`src/rtl/pulse_pkg.sv`:
```
// Shared types and constants for the pulse stretcher: FSM state encoding,
// miss-counter width and a saturating increment helper.
package pulse_pkg;

  localparam int MISS_W = 4;

  typedef enum logic [1:0] {
    IDLE  = 2'd0,
    HOLD  = 2'd1,
    GUARD = 2'd2
  } state_e;

  function automatic logic [MISS_W-1:0] sat_inc(input logic [MISS_W-1:0] v);
    return (&v) ? v : v + 1'b1;
  endfunction

endpackage

```
`src/rtl/load_down_counter.sv`:
```
// Loadable down-counter with a zero flag; it stops at zero instead of
// wrapping.
module load_down_counter
  import pulse_pkg::*;
#(
  parameter int CNT_W = 8
) (
  input  logic             clk_i,
  input  logic             rst_i,
  input  logic             load_i,
  input  logic [CNT_W-1:0] load_val_i,
  input  logic             dec_i,
  output logic             zero_o
);

  logic [CNT_W-1:0] cnt_q, cnt_d;

  always_comb begin
    cnt_d = cnt_q;
    if (load_i) begin
      cnt_d = load_val_i;
    end else if (dec_i && (cnt_q != '0)) begin
      cnt_d = cnt_q - 1'b1;
    end
  end

  always_ff @(posedge clk_i or posedge rst_i) begin
    if (rst_i) begin
      cnt_q <= '0;
    end else begin
      cnt_q <= cnt_d;
    end
  end

  assign zero_o = (cnt_q == '0);

endmodule

```
`src/rtl/pulse_stretch.sv`:
```
// Stretches a single-cycle strobe into a level of programmable length,
// followed by a one-cycle guard/done slot; rejected strobes are counted.
module pulse_stretch
  import pulse_pkg::*;
#(
  parameter int CNT_W  = 8,
  parameter int RETRIG = 0
) (
  input  logic              clk,
  input  logic              rst,
  input  logic              pulse_in,
  input  logic [CNT_W-1:0]  len,
  output logic              level_out,
  output logic              busy,
  output logic              done,
  output logic [MISS_W-1:0] miss_cnt
);

  state_e            state_q, state_d;
  logic [MISS_W-1:0] miss_q, miss_d;
  logic              level_q, busy_q, done_q;
  logic              cnt_load, cnt_dec, cnt_zero, miss_inc;

  // len=0 behaves as len=1, so the counter reload is max(len,1)-1.
  function automatic logic [CNT_W-1:0] hold_reload(input logic [CNT_W-1:0] l);
    return (l == '0) ? '0 : l - 1'b1;
  endfunction

  load_down_counter #(
    .CNT_W(CNT_W)
  ) u_cnt (
    .clk_i      (clk),
    .rst_i      (rst),
    .load_i     (cnt_load),
    .load_val_i (hold_reload(len)),
    .dec_i      (cnt_dec),
    .zero_o     (cnt_zero)
  );

  always_comb begin
    state_d  = state_q;
    cnt_load = 1'b0;
    cnt_dec  = 1'b0;
    miss_inc = 1'b0;
    unique case (state_q)
      IDLE: begin
        if (pulse_in) begin
          cnt_load = 1'b1;
          state_d  = HOLD;
        end
      end
      HOLD: begin
        // A retrigger beats the counter expiring in the same cycle.
        if (pulse_in && (RETRIG != 0)) begin
          cnt_load = 1'b1;
        end else begin
          miss_inc = pulse_in;
          if (cnt_zero) begin
            state_d = GUARD;
          end else begin
            cnt_dec = 1'b1;
          end
        end
      end
      GUARD: begin
        miss_inc = pulse_in;
        state_d  = IDLE;
      end
      default: state_d = IDLE;
    endcase
    miss_d = miss_inc ? sat_inc(miss_q) : miss_q;
  end

  // Outputs are registered from the next state so they align with it.
  always_ff @(posedge clk or posedge rst) begin
    if (rst) begin
      state_q <= IDLE;
      miss_q  <= '0;
      level_q <= 1'b0;
      busy_q  <= 1'b0;
      done_q  <= 1'b0;
    end else begin
      state_q <= state_d;
      miss_q  <= miss_d;
      level_q <= (state_d == HOLD);
      busy_q  <= (state_d != IDLE);
      done_q  <= (state_d == GUARD);
    end
  end

  assign level_out = level_q;
  assign busy      = busy_q;
  assign done      = done_q;
  assign miss_cnt  = miss_q;

endmodule
```
`config.mk`:
```
export PLATFORM = sky130hd
export DESIGN_NAME = pulse_stretch
export DESIGN_NICKNAME = d
export VERILOG_FILES = /design/src/rtl/pulse_pkg.sv /design/src/rtl/load_down_counter.sv /design/src/rtl/pulse_stretch.sv
export SDC_FILE = /design/constraint.sdc
export NUM_CORES = 1
export LEC_CHECK = 0
export CORE_ASPECT_RATIO = 0.9
export CORE_UTILIZATION = 51
export CTS_CLUSTER_SIZE = 14
export DETAILED_ROUTE_END_ITERATION = 10
export HOLD_SLACK_MARGIN = 0.02
export MAX_ROUTING_LAYER = met4
export PLACE_DENSITY_LB_ADDON = 0.08
export SYNTH_ARGS = -nofsm -noshare
export SYNTH_HDL_FRONTEND = slang
export SYNTH_SLANG_ARGS = --single-unit
```
`constraint.sdc`:
```
create_clock -name clk -period 2.4 [get_ports clk]
set_clock_uncertainty 0.2 [all_clocks]
set_input_delay 0.36 -clock clk [delete_from_list [all_inputs] [get_ports clk]]
set_output_delay 0.36 -clock clk [all_outputs]
set_load 0.02 [all_outputs]
```
# Yosys cells after proc, flatten, opt, wreduce, memory -nomap -nowiden
# Index checks and enable logic that the tools add are counted.
classes:
  add_sub_neg: 3
  reduce_logical: 10
  bitwise: 1
  n_eq_ne: 4
  mux: 11
ops:
  columns: ["cell", "count"]
  rows:
  - ["2-to-1 mux 8 bit", 3]
  - ["logical NOT 8 bit", 2]
  - ["subtractor 8 x 1 -> 8 bit (second input constant)", 2]
  - ["nonzero test 8 bit", 1]
  - ["2-to-1 mux 1 bit", 5]
  - ["adder 4 x 1 -> 4 bit (second input constant)", 1]
  - ["== test 2 x 1 -> 1 bit (second input constant)", 2]
  - ["== test 2 bit (second input constant)", 2]
  - ["2-to-1 mux 2 bit", 2]
  - ["case mux 2 bit (2 select lines)", 1]
  - ["AND reduction 4 bit", 1]
  - ["nonzero test 2 bit", 2]
  - ["logical NOT 2 bit", 1]
  - ["AND reduction 2 bit", 1]
  - ["OR reduction 2 bit", 1]
  - ["logical AND 1 bit", 1]
  - ["NOT 1 bit", 1]
totals:
  output_inout_bits: 7
  register_bits: 17
  wordCells: 35

# Longest topological paths before layout
# Gate-level depths: netlist of the first run.
logic_depth:
  depth_word: 6
  depth_mapped: 7
  depth_no_buf: 7

# By module
# A second synthesis of the first run with hierarchy kept.
hier_totals:
  hier_cells: 119
  area_unflattened_um2: 1108.6
by_module_without_submodules:
  columns: ["module", "cells_each", "n_inst", "area_per_inst_um2"]
  rows:
  - ["pulse_stretch", 66, 1, 613.1]
  - ["load_down_counter", 53, 1, 495.5]

# Worst setup path before layout of the first run
# Ideal clock, no wire load.
synth_timing:
  kind: "reg-to-reg"
  from: "register u_cnt.cnt_q[2]"
  to: "register u_cnt.cnt_q[7]"
  required_time_ns: 2.113
  n_path_buf: 1
  stages_incl_launch_ff: 6
  arrival_ns: 1.924
  slack_ns: 0.189
  setup_time_ns: 0.087
  synth_period_minus_slack_ns: 2.211
  path_cell_list: "dfrtp_1 -> or4_1 -> buf_2 -> or4_1 -> or4_1 -> o211ai_1"
synth_between:
  elab_chain_len: 5
  word_cells_on_any_way: 9
synth_rtl:
  columns: ["item", "line", "text"]
  rows:
  - ["from (decl)", "load_down_counter.sv:16", "logic [CNT_W-1:0] cnt_q, cnt_d;"]
  - ["from (signal assigned)", "load_down_counter.sv:31", "cnt_q <= cnt_d;"]
  - ["parallel branches: the longest is 5 deep, another holds subtractor 8 x 1 -> 8 bit", null, null]
# Parallel ways; which one is timed is not known. The select of a mux whose other input is x is not followed.
# A chain may end at the register's enable or synchronous reset.

# Final worst setup path of the first run
layout_timing:
  from: "register u_cnt.cnt_q[0]"
  to: "register u_cnt.cnt_q[2]"
# Same word-level chain as after synthesis.

==> results of run 1 <==
## routing by layer
layer / share of wire / global-route usage / wire length, µm / vias to the layer above
met3: 0.045 / 0.0619 / 103 / 4
met2: 0.48 / 0.381 / 1080 / 18
li1: - / - / - / 442
met1: 0.47 / 0.301 / 1060 / 435
met4: 0.011 / 0.0882 / 24 / 0
met5: 0 / - / 0 / -
## Yosys cell counts (2+ instances only)
| cell | number | area (µm²) |
|---|---|---|
| xnor2_1 | 4 | 35.0 |
| nand4_1 | 2 | 12.5 |
| a21oi_1 | 6 | 30.0 |
| dfrtp_1 | 17 | 425 |
| o211ai_1 | 4 | 30.0 |
| o22a_1 | 4 | 35.0 |
| o21a_1 | 2 | 15.0 |
| nand2_1 | 7 | 26.3 |
| nor2_1 | 10 | 37.5 |
| ha_1 | 7 | 87.6 |
| nor3b_1 | 2 | 15.0 |
| a31oi_1 | 3 | 18.8 |
| inv_1 | 11 | 41.3 |
| o21ai_0 | 3 | 15.0 |
| xor2_1 | 3 | 26.3 |
| or4_1 | 4 | 30.0 |
## path summary, 6_finish.rpt
| kind | startpoint | to |
|---|---|---|
| setup / recovery | u_cnt.cnt_q[0]$_DFFE_PP0P_ | u_cnt.cnt_q[2]$_DFFE_PP0P_ |
| hold / removal | rst | miss_cnt[3]$_DFFE_PP0P_ |
| setup reg to reg | u_cnt.cnt_q[0]$_DFFE_PP0P_ | u_cnt.cnt_q[2]$_DFFE_PP0P_ |
| hold reg to reg | miss_cnt[3]$_DFFE_PP0P_ | miss_cnt[3]$_DFFE_PP0P_ |
| max in group asynchronous | rst | miss_cnt[1]$_DFFE_PP0P_ |
| min in group clk | miss_cnt[3]$_DFFE_PP0P_ | miss_cnt[3]$_DFFE_PP0P_ |
## kinds of logic after synthesis
group,Yosys count
muxes,2
and+or+nand+nor,33
buffers and inverters,13
adders and majority gates,7
AOI/OAI and AO/OA,29
xor gates and xnor gates,7
DFF,17
## critical path: stages (launching register included)
cell and delay (ps):
dfrtp_1 430, inv_1 110, ha_1 140, or3b_2 480, o211ai_1 440, xor2_1 220, o22ai_1 100
## where the power goes
part | switching, mW | internal, mW | total (mW)
sequential | 0.118 | 0.425 | 0.542
clock | 0.0885 | 0.0647 | 0.153
combinational | 0.414 | 0.367 | 0.781
## layout make-up
type	count	area share
multi-input combinational	78	0.429
sequential	17	0.332
timing repair buffer	22	0.162
inverter	11	0.0322
tap	25	0.0244
clock buffer	4	0.0205
## state kept, by name, indices dropped and copies added (netlist names)
name,cells
u_cnt.cnt_q,8
miss_cnt,4
state_q,2
busy,1
done,1
level_out,1
## per-stage QoR
stage / power [mW] / instance area [µm²] / instances
4_1_cts: 1.48 / 1280 / 157
2_1_floorplan: 1.04 / 1030 / 108
5_1_grt: 1.60 / 1280 / 157
3_5_place_dp: 1.33 / 1260 / 153
6_report: 1.48 / 1280 / 157
3_3_place_gp: 1.28 / 1260 / 153
==> flow_summary.json, run 1 <==
{
  "first_global_vias": 866,
  "hold_buffers": 0,
  "tritoncts": "yes",
  "synth-warning-count": 0,
  "synth_async_sr_flop_share": 1.00,
  "netlist_area_mm2": 0.00103,
  "post_cts_resized": 0,
  "rsz0062_at_grt": "no",
  "synth_seq_cells": 17,
  "setup_viol": 0,
  "clk_path_buf_depth": 2,
  "yosys.area_share.simple": 0.176,
  "seq_area_frac_synth": 0.415,
  "power.leakage_nw": 0.561,
  "numPortBuffers": 17,
  "synth_top_family_by_area": "compound AO/OA/AOI/OAI gates",
  "wl_um": 2270,
  "first_pass_iters": 4,
  "p_per_area_mw_per_mm2": 1150,
  "synth.avg_cell_area_um2": 9.50,
  "regArea_um2": 425,
  "cts.clk_slew.worst_paths_ps": 100,
  "fillCellCount": 159,
  "synth_compound_area_frac": 0.195,
  "post-route-worst-setup-slack_ps": 130,
  "worstPathArrival_ps": 2240,
  "clkLatencyLatePin_ps": 300,
  "grt_pass1_wl_um": 3740,
  "synth_nets": 126,
  "cts_setup_buffers": 0,
  "core_mm2": 0.00190,
  "cp-end-kind": "register",
  "max-vdd-ir-drop_mv": 0.589,
  "dp_hpwl_um": 1770,
  "synthMuxAreaShare": 0.0207,
  "cts_max_level": 1,
  "holdCritPathClass": "input pin to async pin",
  "antenna_found_initial": 0,
  "synth.distinct_cells": 35,
  "fmax_mhz": 441,
  "setup-tns-final_ps": 0,
  "grt_max_degree": 18,
  "synthAdderAreaFrac": 0.0854,
  "vias": 899,
  "maxSlewHeadroom": 0.560,
  "final_hold_viol_count": 0,
  "final_cell_mix": "dfrtp_1, clkdlybuf4s50_1, inv_1",
  "layout.nets": 151,
  "worst_pin_slew_ps": 660,
  "gp_congestion": 0.896,
  "root_buffer": "clkbuf_4",
  "drc_errors": 0,
  "slew_viol_final": 0,
  "fp.dieArea_mm2": 0.00220,
  "die_y_um": 44.6,
  "fin_crit_sh": 0.946,
  "syn_inst": 108,
  "hold_slack_ps": 244,
  "die_w_um": 49.3,
  "grt_usage": 0.242,
  "synthXorXnorAreaFrac": 0.0598,
  "wl_per_cell_um": 14.4,
  "row_count": 15,
  "reg2reg_depth": 6,
  "grt-ovfl-total": 0,
  "path_max_fanout": 5,
  "num_io_pins": 18,
  "diodes": 0,
  "ys.flop_type": "dfrtp_1",
  "cts.sinks": 17,
  "final_layout_size_suffix_gt1_frac": 0.0909,
  "outcome": "finished, final reports clean",
  "dp_slack_ps": 96.1,
  "cp-start-kind": "register",
  "final.min_clock_period_ps": 2270,
  "critPathRequiredTime_ps": 2370,
  "dr.first_iter.drc_count": 23,
  "multi_input_area_um2": 551,
  "initial_core_util": 0.541,
  "final_util": 0.677,
  "syn_to_final_growth_pct": 25.0,
  "synth-edff-count": 0,
  "path_class": "register to register",
  "viasPerCell": 5.73,
  "cts-buffers-inserted": 3,
  "r2r_setup_slack_ps": 130,
  "cap_violations": 0,
  "ant_nets": 0
}
Note: power is estimated with default switching activity, not from simulation.
==> inputs of run 2 (changes only) <==
--- a/config.mk
+++ b/config.mk
@@ -12,6 +12,7 @@
 export HOLD_SLACK_MARGIN = 0.02
 export MAX_ROUTING_LAYER = met4
 export PLACE_DENSITY_LB_ADDON = 0.08
+export SETUP_SLACK_MARGIN = 0.1
 export SYNTH_ARGS = -nofsm -noshare
 export SYNTH_HDL_FRONTEND = slang
 export SYNTH_SLANG_ARGS = --single-unit
==> run 2 against run 1 <==
Net effect:
- via count grew 1.3%
- non-clock buffer count grew 3
- utilization grew 1.2 points
- worst hold slack gained 11 ps
- register-to-register slack gained 40 ps
- first-iteration DRC count grew 17%
- die area is the same
- combinational power grew 6.7%
- setup slack gained 42 ps
- critical path type unchanged
- largest power group unchanged
- highest routed layer unchanged
==> flow_summary.json, run 2 (synthesized netlist as in run 1, its figures left out) <==
{
  "tritoncts": "yes",
  "first_pass_iters": 4,
  "seq_power_share": 0.356,
  "p_int_mw": 0.884,
  "worstPathArrival_ps": 2230,
  "multi_input_area_um2": 551,
  "grt-ovfl-total": 0,
  "path_class": "register to register",
  "numPortBuffers": 17,
  "largest_reg_flops": 8,
  "clkLatencyLatePin_ps": 290,
  "die_w_um": 49.3,
  "largest-register": "u_cnt.cnt_q",
  "drc_errors": 0,
  "antenna_found_initial": 0,
  "row_count": 15,
  "grt_pass1_wl_um": 3740,
  "slew_viol_final": 0,
  "final.min_clock_period_ps": 2230,
  "final_layout_size_suffix_gt1_frac": 0.111,
  "rsz0062_at_grt": "yes",
  "cts-buffers-inserted": 3,
  "vias": 911,
  "wl_per_cell_um": 15.4,
  "first_global_vias": 866,
  "p_per_area_mw_per_mm2": 1170,
  "critPathRequiredTime_ps": 2400,
  "cts_max_level": 1,
  "fillCellCount": 157,
  "gp_congestion": 0.896,
  "final_util": 0.688,
  "place_inst": 153,
  "layout.nets": 154,
  "post-route-worst-setup-slack_ps": 172,
  "dr.first_iter.drc_count": 27,
  "grt_max_degree": 18,
  "viasPerCell": 5.69,
  "wl_um": 2460,
  "maxSlewHeadroom": 0.553,
  "cp-end-kind": "register",
  "fp.dieArea_mm2": 0.00220,
  "core_mm2": 0.00190,
  "root_buffer": "clkbuf_4",
  "ant_nets": 0,
  "p_sw_frac": 0.421,
  "dp_slack_ps": 96.1,
  "place_area_mm2": 0.00126,
  "dp_hpwl_um": 1770,
  "path_max_fanout": 5,
  "num_io_pins": 18,
  "cts.sinks": 17,
  "final_hold_viol_count": 0,
  "power.leakage_nw": 0.575,
  "max-vdd-ir-drop_mv": 0.642,
  "cts.clk_slew.worst_paths_ps": 100,
  "regArea_um2": 425,
  "diodes": 0,
  "stdcell_area_mm2": 0.00131,
  "grt_usage": 0.242,
  "cap_violations": 0,
  "power_switching_mw": 0.643,
  "syn_to_final_growth_pct": 27.2,
  "outcome": "finished, final reports clean",
  "setup_viol": 0,
  "comb_power_share": 0.545,
  "fin_crit_sh": 0.928,
  "fin_cells": 160,
  "clk_path_buf_depth": 2,
  "power_frac_clock": 0.099,
  "cp-start-kind": "register",
  "fmax_mhz": 449,
  "die_y_um": 44.6,
  "worst_pin_slew_ps": 669,
  "holdCritPathClass": "input pin to async pin",
  "setup-tns-final_ps": 0,
  "final_cell_mix": "dfrtp_1, clkdlybuf4s50_1, inv_1",
  "initial_core_util": 0.541
}
run 2: path summary, 6_finish.rpt:
kind	startpoint	endpoint	slack, ps	cells after the start
worst min-delay path	rst	miss_cnt[0]$_DFFE_PP0P_	250	2
min in group clk	miss_cnt[3]$_DFFE_PP0P_	miss_cnt[3]$_DFFE_PP0P_	320	1
worst max-delay path	u_cnt.cnt_q[0]$_DFFE_PP0P_	u_cnt.cnt_q[4]$_DFFE_PP0P_	170	7
worst min register to register	miss_cnt[3]$_DFFE_PP0P_	miss_cnt[3]$_DFFE_PP0P_	320	1
max in group asynchronous	rst	miss_cnt[1]$_DFFE_PP0P_	1310	2
worst max register to register	u_cnt.cnt_q[0]$_DFFE_PP0P_	u_cnt.cnt_q[4]$_DFFE_PP0P_	170	7
run 2: layout make-up:
type	count	share of cell area
clock buffer	4	0.0201
inverter	11	0.0316
multi-input combinational	78	0.422
sequential	17	0.326
tap	25	0.0240
timing repair buffer	25	0.176
run 2: worst max-delay path: stages, from the launching register on:
cell,delay (ps)
dfrtp_1,420
inv_1,90
ha_1,190
or3b_2,220
o211ai_1,100
buf_4,170
or4b_2,630
o211ai_1,110
run 2: metal layers:
metal  routed length [µm]  global-route usage  share of wire
met5                    0                   -              0
met4                   15              0.0882         0.0061
met3                   84              0.0619          0.034
met2                 1250               0.381           0.51
met1                 1120               0.301           0.45
run 2: power by group through the flow:
stage / Clock [mW] / Combinational (mW) / Sequential, mW
final: 0.150 / 0.833 / 0.544
after global routing: 0.170 / 0.915 / 0.562
after CTS: 0.157 / 0.786 / 0.541
after detailed placement: 0 / 0.782 / 0.547
after global placement: 0 / 0.747 / 0.536
after floorplan: 0 / 0.444 / 0.592
run 2: stage by stage:
step	total power, mW	hold WS, ps
global placement	1.28	296
CTS	1.48	269
finish	1.53	255
global route	1.65	315
floorplan	1.04	86.1
detailed placement	1.33	303
run 2: repair_timing:
item	in CTS	in global routing
setup endpoints to repair	0	5
hold buffers	0	0
setup buffers	0	3
hold endpoints to repair	0	0
resized for setup	0	0
==> inputs of run 3 (changes only) <==
--- a/config.mk
+++ b/config.mk
@@ -11,7 +11,7 @@
 export DETAILED_ROUTE_END_ITERATION = 10
 export HOLD_SLACK_MARGIN = 0.02
 export MAX_ROUTING_LAYER = met4
-export PLACE_DENSITY_LB_ADDON = 0.08
+export PLACE_DENSITY_LB_ADDON = 0.3
 export SETUP_SLACK_MARGIN = 0.1
 export SYNTH_ARGS = -nofsm -noshare
 export SYNTH_HDL_FRONTEND = slang
==> run 3 against run 2 <==
Net effect:
- die area unchanged
- highest routed layer unchanged
- largest power group unchanged
- via count increased by 1.5%
- combinational power decreased by 3.2%
==> flow_summary.json, run 3 (synthesized netlist as in run 1, its figures left out) <==
{
  "vias": 925,
  "die_y_um": 44.6,
  "fp.dieArea_mm2": 0.00220,
  "cts.sinks": 17,
  "hold_buffers": 0,
  "diodes": 0,
  "setup-tns-final_ps": 0,
  "core_mm2": 0.00190,
  "reg2reg_depth": 4,
  "worst_pin_slew_ps": 599,
  "grt_usage": 0.235,
  "cts-buffers-inserted": 3,
  "cts_max_level": 1,
  "first_global_vias": 827,
  "numPortBuffers": 17,
  "row_count": 15,
  "p_per_area_mw_per_mm2": 1150,
  "post-route-worst-setup-slack_ps": 191,
  "cap_violations": 0,
  "outcome": "finished, final reports clean",
  "antenna_found_initial": 0,
  "grt-ovfl-total": 0,
  "final_cell_mix": "clkdlybuf4s50_1, dfrtp_1, inv_1",
  "fillCellCount": 133,
  "cts.clk_slew.worst_paths_ps": 100,
  "largest_reg_flops": 8,
  "cp_common_cell": "or4_1",
  "r2r_setup_slack_ps": 190,
  "clk_path_buf_depth": 2,
  "reg2reg_from": "u_cnt.cnt_q[3]$_DFFE_PP0P_",
  "maxSlewHeadroom": 0.600,
  "grt_max_degree": 18,
  "clkLatencyLatePin_ps": 300,
  "path_max_fanout": 5,
  "die_w_um": 49.3,
  "num_io_pins": 18,
  "final.min_clock_period_ps": 2210,
  "dp_slack_ps": 83.6,
  "wl_per_cell_um": 13.5,
  "setup_viol": 0,
  "critPathRequiredTime_ps": 2420,
  "largest-register": "u_cnt.cnt_q",
  "ant_nets": 0,
  "slew_viol_final": 0,
  "initial_core_util": 0.541,
  "gp_congestion": 0.858,
  "dp_hpwl_um": 1580,
  "crit_slowest_cell": "or4_1",
  "drc_errors": 0,
  "grt_pass1_wl_um": 3690,
  "viasPerCell": 5.78,
  "tritoncts": "yes",
  "path_cells": "or4_1 -> or4_1 -> or4_1 -> o211ai_1",
  "crit_family": "simple AND/OR/NAND/NOR gates",
  "fmax_mhz": 453,
  "dr.first_iter.drc_count": 21,
  "worstPathArrival_ps": 2230,
  "rsz0062_at_grt": "no",
  "r2r-end": "u_cnt.cnt_q[7]$_DFFE_PP0P_",
  "path_buf_inv": 0,
  "syn_to_final_growth_pct": 27.4,
  "cp-end-kind": "register",
  "first_pass_iters": 5,
  "final_layout_size_suffix_gt1_frac": 0.126,
  "wl_um": 2160,
  "final_hold_viol_count": 0,
  "fin_crit_sh": 0.920,
  "cp-start-kind": "register",
  "mostFrequentLayoutCell": "clkdlybuf4s50_1",
  "layout.nets": 154,
  "max-vdd-ir-drop_mv": 0.831,
  "root_buffer": "clkbuf_4",
  "crit_path_max_incr_delay_ps": 540,
  "path_class": "register to register",
  "power.leakage_nw": 0.573,
  "holdCritPathClass": "input pin to async pin"
}
==> run 3: cell counts in the layout (fill, tap and decap cells not counted) <==
No cell type changed its count.
==> run 3: worst max-delay path by stage <==
| stage | to | from | cells past startpoint |
|---|---|---|---|
| after global placement | u_cnt.cnt_q[3]$_DFFE_PP0P_ | len[3] | 5 |
| after CTS | u_cnt.cnt_q[7]$_DFFE_PP0P_ | u_cnt.cnt_q[2]$_DFFE_PP0P_ | 4 |
| after global routing | u_cnt.cnt_q[7]$_DFFE_PP0P_ | u_cnt.cnt_q[3]$_DFFE_PP0P_ | 4 |
| final | u_cnt.cnt_q[7]$_DFFE_PP0P_ | u_cnt.cnt_q[3]$_DFFE_PP0P_ | 4 |
| after floorplan | u_cnt.cnt_q[7]$_DFFE_PP0P_ | u_cnt.cnt_q[2]$_DFFE_PP0P_ | 5 |
| after detailed placement | u_cnt.cnt_q[3]$_DFFE_PP0P_ | len[0] | 7 |
==> run 3: layout make-up <==
class / instances / area (µm²) / area share
flip-flops and latches: 17 / 428 / 0.327
inverters: 11 / 41.3 / 0.0316
well taps: 25 / 31.3 / 0.0239
repair buffers: 25 / 230 / 0.176
multi-input cells: 78 / 551 / 0.421
clock buffers: 4 / 26.3 / 0.0201
==> run 3: through the flow <==
| step | hold WS, ps | util | total power, mW | area [µm²] | cells |
|---|---|---|---|---|---|
| 6_report | 219 | 0.690 | 1.51 | 1310 | 160 |
| 5_1_grt | 326 | 0.690 | 1.63 | 1310 | 160 |
| 4_1_cts | 242 | 0.673 | 1.45 | 1270 | 156 |
| 3_5_place_dp | 296 | 0.659 | 1.29 | 1250 | 152 |
| 3_3_place_gp | 283 | 0.659 | 1.27 | 1250 | 152 |
| 2_1_floorplan | 86.1 | - | 1.04 | 1030 | 108 |
==> run 3: repair_timing <==
action,4_1_cts,5_1_grt
endpoints found under the setup margin,0,3
resized for setup,0,2
setup buffers,0,4
==> run 3: per-layer routing <==
| metal | track usage | share of wire | vias up |
|---|---|---|---|
| met4 | 0.0882 | 0.016 | 0 |
| li1 | - | - | 449 |
| met3 | 0.0619 | 0.073 | 5 |
| met2 | 0.362 | 0.48 | 30 |
| met1 | 0.299 | 0.43 | 441 |
| met5 | - | 0 | - |
==> run 3: power breakdown <==
| part | total (mW) | switching, mW | internal [mW] |
|---|---|---|---|
| registers | 0.548 | 0.119 | 0.428 |
| logic | 0.806 | 0.413 | 0.393 |
| clock network | 0.152 | 0.0873 | 0.0648 |
